## config.mk

```make
export PLATFORM = sky130hd
export DESIGN_NAME = axi_single_arbiter
export DESIGN_NICKNAME = d
export VERILOG_FILES = /design/src/rtl/axi_single_arbiter.sv
export SDC_FILE = /design/constraint.sdc
export NUM_CORES = 1
export LEC_CHECK = 0
export ABC_AREA = 1
export CAP_MARGIN = 25
export CORE_AREA = 2 2 142 144
export DETAILED_ROUTE_END_ITERATION = 12
export DIE_AREA = 0 0 144 146
export PLACE_DENSITY = 0.69
export SETUP_SLACK_MARGIN = 0.3
export SLEW_MARGIN = 20
export SYNTH_ARGS = -nofsm -noshare
export SYNTH_HDL_FRONTEND = slang
export SYNTH_SLANG_ARGS = --single-unit
export TNS_END_PERCENT = 1
```

## constraint.sdc

```tcl
create_clock -name aclk_i -period 1.55 [get_ports aclk_i]
set_clock_uncertainty 0.15 [all_clocks]
set_input_delay 0.155 -clock aclk_i [delete_from_list [all_inputs] [get_ports aclk_i]]
set_output_delay 0.155 -clock aclk_i [all_outputs]
set_load 0.02 [all_outputs]
```

## src/rtl/axi_single_arbiter.sv

```systemverilog
// Round-robin arbiter sharing one AXI3 master port among N req/ack clients, single-beat only.
// One transfer outstanding; ack_o pulses in the third cycle after the grant edge with a zero-wait slave.
module axi_single_arbiter #(
  parameter int N  = 2,
  parameter int AW = 32,
  parameter int DW = 32
) (
  input  logic              aclk_i,
  input  logic              arstn_i,
  input  logic [N-1:0]      req_i,
  input  logic [N-1:0]      we_i,
  input  logic [N*AW-1:0]   addr_i,
  input  logic [N*DW-1:0]   wdata_i,
  output logic [N-1:0]      ack_o,
  output logic [DW-1:0]     rdata_o,
  output logic              err_o,
  output logic [3:0]        awid_o,
  output logic [AW-1:0]     awaddr_o,
  output logic [3:0]        awlen_o,
  output logic [2:0]        awsize_o,
  output logic [1:0]        awburst_o,
  output logic [1:0]        awlock_o,
  output logic [3:0]        awcache_o,
  output logic [2:0]        awprot_o,
  output logic              awvalid_o,
  input  logic              awready_i,
  output logic [3:0]        wid_o,
  output logic [DW-1:0]     wdata_o,
  output logic [DW/8-1:0]   wstrb_o,
  output logic              wlast_o,
  output logic              wvalid_o,
  input  logic              wready_i,
  input  logic [1:0]        bresp_i,
  input  logic              bvalid_i,
  output logic              bready_o,
  output logic [3:0]        arid_o,
  output logic [AW-1:0]     araddr_o,
  output logic [3:0]        arlen_o,
  output logic [2:0]        arsize_o,
  output logic [1:0]        arburst_o,
  output logic [1:0]        arlock_o,
  output logic [3:0]        arcache_o,
  output logic [2:0]        arprot_o,
  output logic              arvalid_o,
  input  logic              arready_i,
  input  logic [DW-1:0]     rdata_i,
  input  logic [1:0]        rresp_i,
  input  logic              rvalid_i,
  input  logic              rlast_i,
  output logic              rready_o
);
  localparam int IW = (N > 1) ? $clog2(N) : 1;

  typedef enum logic [2:0] {IDLE, WADDR, WRESP, RADDR, RDATA, DONE} state_t;

  state_t        state_q, state_d;
  logic [IW-1:0] gnt_q, gnt_d, rr_q, rr_d, pick;
  logic          found;
  logic [AW-1:0] addr_q, addr_d;
  logic [DW-1:0] wdata_q, wdata_d, rdata_q, rdata_d;
  logic          awvalid_q, awvalid_d, wvalid_q, wvalid_d, arvalid_q, arvalid_d;
  logic          bready_q, bready_d, rready_q, rready_d, err_q, err_d;
  logic          unused_rlast;

  // Single-beat reads make rlast redundant.
  assign unused_rlast = rlast_i;

  always_comb begin
    found = 1'b0;
    pick  = '0;
    for (int i = 0; i < N; i++) begin
      if (!found && req_i[(int'(rr_q) + i) % N]) begin
        found = 1'b1;
        pick  = IW'((int'(rr_q) + i) % N);
      end
    end
  end

  always_comb begin
    state_d   = state_q;
    gnt_d     = gnt_q;
    rr_d      = rr_q;
    addr_d    = addr_q;
    wdata_d   = wdata_q;
    rdata_d   = rdata_q;
    err_d     = err_q;
    awvalid_d = awvalid_q;
    wvalid_d  = wvalid_q;
    arvalid_d = arvalid_q;
    bready_d  = bready_q;
    rready_d  = rready_q;
    case (state_q)
      IDLE: begin
        if (found) begin
          gnt_d   = pick;
          rr_d    = (pick == IW'(N - 1)) ? '0 : pick + 1'b1;
          addr_d  = addr_i[int'(pick) * AW +: AW];
          wdata_d = wdata_i[int'(pick) * DW +: DW];
          if (we_i[pick]) begin
            awvalid_d = 1'b1;
            wvalid_d  = 1'b1;
            state_d   = WADDR;
          end else begin
            arvalid_d = 1'b1;
            state_d   = RADDR;
          end
        end
      end
      WADDR: begin
        if (awvalid_q && awready_i) awvalid_d = 1'b0;
        if (wvalid_q && wready_i)   wvalid_d  = 1'b0;
        // A channel is finished if it handshook earlier or is handshaking now.
        if ((!awvalid_q || awready_i) && (!wvalid_q || wready_i)) begin
          bready_d = 1'b1;
          state_d  = WRESP;
        end
      end
      WRESP: begin
        if (bvalid_i) begin
          err_d    = |bresp_i;
          bready_d = 1'b0;
          state_d  = DONE;
        end
      end
      RADDR: begin
        if (arready_i) begin
          arvalid_d = 1'b0;
          rready_d  = 1'b1;
          state_d   = RDATA;
        end
      end
      RDATA: begin
        if (rvalid_i) begin
          rdata_d  = rdata_i;
          err_d    = |rresp_i;
          rready_d = 1'b0;
          state_d  = DONE;
        end
      end
      DONE:    state_d = IDLE;
      default: state_d = IDLE;
    endcase
  end

  always_ff @(posedge aclk_i or negedge arstn_i) begin
    if (!arstn_i) begin
      state_q   <= IDLE;
      gnt_q     <= '0;
      rr_q      <= '0;
      addr_q    <= '0;
      wdata_q   <= '0;
      rdata_q   <= '0;
      err_q     <= 1'b0;
      awvalid_q <= 1'b0;
      wvalid_q  <= 1'b0;
      arvalid_q <= 1'b0;
      bready_q  <= 1'b0;
      rready_q  <= 1'b0;
    end else begin
      state_q   <= state_d;
      gnt_q     <= gnt_d;
      rr_q      <= rr_d;
      addr_q    <= addr_d;
      wdata_q   <= wdata_d;
      rdata_q   <= rdata_d;
      err_q     <= err_d;
      awvalid_q <= awvalid_d;
      wvalid_q  <= wvalid_d;
      arvalid_q <= arvalid_d;
      bready_q  <= bready_d;
      rready_q  <= rready_d;
    end
  end

  always_comb begin
    ack_o = '0;
    if (state_q == DONE) ack_o[gnt_q] = 1'b1;
  end

  assign rdata_o   = rdata_q;
  assign err_o     = err_q;
  assign awid_o    = '0;
  assign awaddr_o  = addr_q;
  assign awlen_o   = '0;
  assign awsize_o  = 3'($clog2(DW / 8));
  assign awburst_o = 2'b00;
  assign awlock_o  = '0;
  assign awcache_o = '0;
  assign awprot_o  = '0;
  assign awvalid_o = awvalid_q;
  assign wid_o     = '0;
  assign wdata_o   = wdata_q;
  assign wstrb_o   = '1;
  assign wlast_o   = wvalid_q;
  assign wvalid_o  = wvalid_q;
  assign bready_o  = bready_q;
  assign arid_o    = '0;
  assign araddr_o  = addr_q;
  assign arlen_o   = '0;
  assign arsize_o  = 3'($clog2(DW / 8));
  assign arburst_o = 2'b00;
  assign arlock_o  = '0;
  assign arcache_o = '0;
  assign arprot_o  = '0;
  assign arvalid_o = arvalid_q;
  assign rready_o  = rready_q;
endmodule
```

## Word level (Yosys, flattened, before mapping)

Cells that the tools add are included.

| storage, ports and cells | value |
|---|---|
| bits in latches | 0 |
| register bits | 107 |
| bits in writable memories | 0 |
| memories | 0 |
| word-level logic and storage cells | 104 |
| memory bits (read-only) | 0 |
| output and inout bits | 189 |

| operators by class | value |
|---|---|
| divide/modulo/power cells | 0 |
| bitwise operators | 1 |
| $mul | 0 |
| multiplexer cells | 41 |
| add/sub/neg operators | 2 |
| reductions and logical operators | 27 |
| shift operators | 2 |
| equality and inequality tests | 14 |
| magnitude comparators | 5 |

Operators with widths:

| kind | number |
|---|---|
| $shiftx A64 B7 Y32 | 2 |
| $mux W1 | 26 |
| $ne A2 B2 Y1 const B | 9 |
| $mux W3 | 5 |
| $pmux W3 S5 | 1 |
| $pmux W1 S2 | 6 |
| $reduce_and A4 Y1 | 3 |
| $reduce_bool A2 Y1 | 5 |
| $reduce_and A3 Y1 | 3 |
| $eq A3 B2 Y1 const B | 2 |
| $eq A3 B3 Y1 const B | 2 |
| $lt A1 B2 Y1 const B | 3 |
| $logic_and A1 B1 Y1 | 5 |
| $reduce_and A5 Y1 | 1 |
| $mux W2 | 2 |
| $reduce_and A2 Y1 | 2 |
| $reduce_or A2 Y1 | 2 |
| $eq A3 B1 Y1 const B | 1 |
| $logic_not A1 Y1 | 3 |
| $logic_not A3 Y1 | 1 |
| $lt A2 B3 Y1 const B | 1 |
| $add A1 B1 Y1 const B | 2 |
| $logic_or A1 B1 Y1 | 2 |
| $and A1 B1 Y1 const A | 1 |
| other kinds (2) | 2 |

## Depth between registers and ports, before layout

| depth | value |
|---|---|
| depth after elaboration | 12 |
| mapped depth | 9 |

## Worst setup path after synthesis

No wires, ideal clock.

| path | value |
|---|---|
| path type | register to register |
| start | reg state_q[0] |
| end | reg addr_q[14] (netlist: araddr_o[14]) |
| clock period less this slack | 1.484 ns |
| setup time | 0.124 ns |
| path buffers | 3 |
| path slack | 0.066 ns |
| arrival time | 1.209 ns |
| data required time | 1.276 ns |
| cell stages (with the launch flop) | 10 |
| path through | dfrtp_1 buf_4 nor2_4 nand2_2 inv_2 nand2_4 buf_6 buf_6 nand2_1 nand3_1 |

| between the ends | value |
|---|---|
| cells in the longest elaborated chain, start to end | 2 |

RTL lines:

| item | line | text |
|---|---|---|
| from (decl) | 56 | `state_t state_q, state_d;` |
| from (signal assigned) | 160 | `state_q <= state_d;` |
| $logic_not A3 Y1 | 92 | `case (state_q)` |
| $reduce_and A2 Y1 (no source line) | - |  |
| to (signal assigned) | 163 | `addr_q <= addr_d;` |
| to (decl) | 59 | `logic [AW-1:0] addr_q, addr_d;` |

No other way between the ends.
A chain may end at the register's enable or synchronous reset.

## Final worst setup path

| path | value |
|---|---|
| start | reg state_q[1] |
| end | reg addr_q[23] (netlist: araddr_o[23]) |

Same word-level chain as after synthesis.

==> results.ini <==
[grt]
grt_overflow=0
grt_busiest_layer=met2
grt_max_degree=48
global_route.usage.met1_pct=21.5
grt.total_usage_pct=17.9
antenna_found_initial=0
gr-usage-met3_pct=4.41
grt_use_met2_pct=31.2
grt_pass1_wl_mm=29.9
grt_pass1_vias=5651

[setup_path]
cp-end-kind=flip-flop
path_class=flip-flop to flip-flop
cp_max_fo=20
crit-reg2reg-launch=state_q[1]
cp.arrival_ns=1.71
r2r_slack_ns=-0.03
timing.rr.end=araddr_o[23]
worstPathRequired_ns=1.68
reg2regPathDepth=7
start_kind=flip-flop

[placement]
port_buffers=311
dp_slack_ns=-0.266
hpwl_mm=13.7
dp.cells=1220
place.gp.congestion=0.793

[yosys]
yosysUniqueCellTypes=23
ys_ff_latch=107
ys_seq_area_share_pct=47.9
synth_area_um2=5590
synth_area_leaders=dfrtp_1 (48%), nand3_1 (19%), nand2_1 (14%)
ys_warn_count=0
avgSynthCellArea_um2=8.11
postSynthCellCount=689
yosysTopAreaCell=dfrtp_1
synth_top_area_share_pct=47.9

[die]
coreArea_um2=19300
die_x_um=144
die_h_um=146
dieArea_um2=21000
rows=51
initial_core_util_pct=28.9
top_level_ports=365

[drt]
drtAntennaViolNets=0
dr.pass1.iters=4
viasPerCell=4.54
vias=5679
initialDrtViolationCount=226
drc=0
drt_wl_total_mm=20.4
wl_per_cell_um=16.3

[sta]
fin_ws_ns=-0.0298
setup_viol=50
hold_violations=0
max_freq_ghz=0.633
period_needed_ns=1.58
maxSlewViolCount=0
rsz0062_at_grt=true
finalCritPeriodShare_pct=102

[clock_tree]
clk_pin_slew_worst_paths_ns=0.07
cts_inserted_buffers=9
clock-sinks=107
htree_levels=3
cts-root-buf=clkbuf_16
clkLatencyLatePin_ns=0.34
cts_tree=done
cts_buffer_depth=2

[power_and_ir_drop]
leakage_nw=4.71
ir_drop_uv=1060
power_density_nw_per_um2=2010

[run_status]
violations=negative setup slack
status=complete, but fails checks

[layout]
final_common_cell=clkdlybuf4s50_1
diodes=0
final_cells=1251
syn2layout_area_growth_pct=74.9
drive_gt1_share_pct=34.9
most-common-layout-cells=clkdlybuf4s50_1 (173), nand2_1 (164), nand3_1 (127)
fill_cells=1795
finalNetCount=1158

[hold_path]
hp-class=input pin to asynchronous set/reset pin

[flow_run]
cap_violations=0

## metal layers
metal / vias up / part of all wire (%)
li1: 2701 / -
met1: 2681 / 40
met2: 273 / 50
met3: 24 / 7.8
met4: 0 / 2.3
met5: - / 0
## cell families (layout without fill, tap and decap cells)
group / count (synthesis) / count (layout) / synth area share [%]
DFF: 107 / 107 / 47.9
buffers and inverters: 145 / 392 / 17.2
AOI/OAI and AO/OA: 7 / 7 / 0.672
and+or+nand+nor: 428 / 428 / 34.1
other: 2 / 52 / 0.134
## Yosys cell counts (all sizes together)
| master | n |
|---|---|
| dfrtp | 107 |
| a21oi | 2 |
| nand4 | 2 |
| o21bai | 1 |
| nor3 | 1 |
| o21ai | 4 |
| nor2 | 12 |
| clkbuf | 3 |
| buf | 123 |
| conb | 2 |
| nand2 | 206 |
| inv | 19 |
| nand3 | 207 |
## timing repair
action | in CTS | in global routing
setup endpoints to repair | 244 | 177
cloned | 1 | 8
pin swaps | 75 | 11
buffers inserted | 5 | 1
gates resized for setup | 786 | 78
hold endpoints to repair | 107 | 0
hold buffers | 1 | 0
## power breakdown
| group | total, mW | internal [mW] | switching, mW |
|---|---|---|---|
| clock | 2.38 | 1.34 | 1.04 |
| sequential | 5.30 | 4.17 | 1.13 |
| combinational | 12.0 | 5.19 | 6.77 |
## sequential cells by signal, indices dropped and copies added, names as in the netlist
register,count
rready_o,1
rr_q,1
araddr_o,32
wdata_o,32
arvalid_o,1
bready_o,1
err_o,1
wlast_o,1
rdata_o,32
awvalid_o,1
state_q,3
gnt_q,1
## metrics by stage
step / utilization [%] / cell area, um^2 / hold slack (ns) / TNS, ns / power [mW]
finish: 50.6 / 9780 / 0.108 / -0.625 / 19.6
global placement: 45.0 / 8700 / -0.0584 / -11.81 / 15.7
floorplan: - / 5780 / -0.291 / 0 / 11.2
global route: 50.6 / 9780 / 0.137 / -5.75 / 20.8
CTS: 48.2 / 9320 / 0.104 / -0.000174 / 18.6
detailed placement: 45.0 / 8700 / -0.0571 / -13.57 / 15.8
## area by class of cell
cell class / instances / area, um^2 / area share (%)
clock buffers: 12 / 256 / 2.62
repair buffers: 358 / 3540 / 36.2
clock inverters: 3 / 47.5 / 0.486
well taps: 265 / 332 / 3.39
multi-input cells: 487 / 2810 / 28.7
flip-flops and latches: 107 / 2690 / 27.5
inverters: 19 / 110 / 1.13
## how the worst max path moves through the flow
stage | end | startpoint | slack, ns | cells past startpoint
after floorplan | araddr_o[14] | state_q[0] | 0.07 | 9
after global placement | araddr_o[31] | req_i[0] | -0.22 | 8
after detailed placement | araddr_o[22] | req_i[1] | -0.27 | 8
after CTS | ack_o[1] | state_q[2] | -0.0002 | 4
after global routing | rdata_o[0] | state_q[1] | -0.09 | 8
final | araddr_o[23] | state_q[1] | -0.03 | 7
## worst max-delay path, cell delays in order, from the launching register on
cell and delay (ns):
dfrtp_1 0.43, nor2_4 0.17, nand2_4 0.10, inv_8 0.10, buf_6 0.13, clkbuf_16 0.23, nand3_2 0.10, nand3_1 0.10
(Power assumes the default switching activity.)
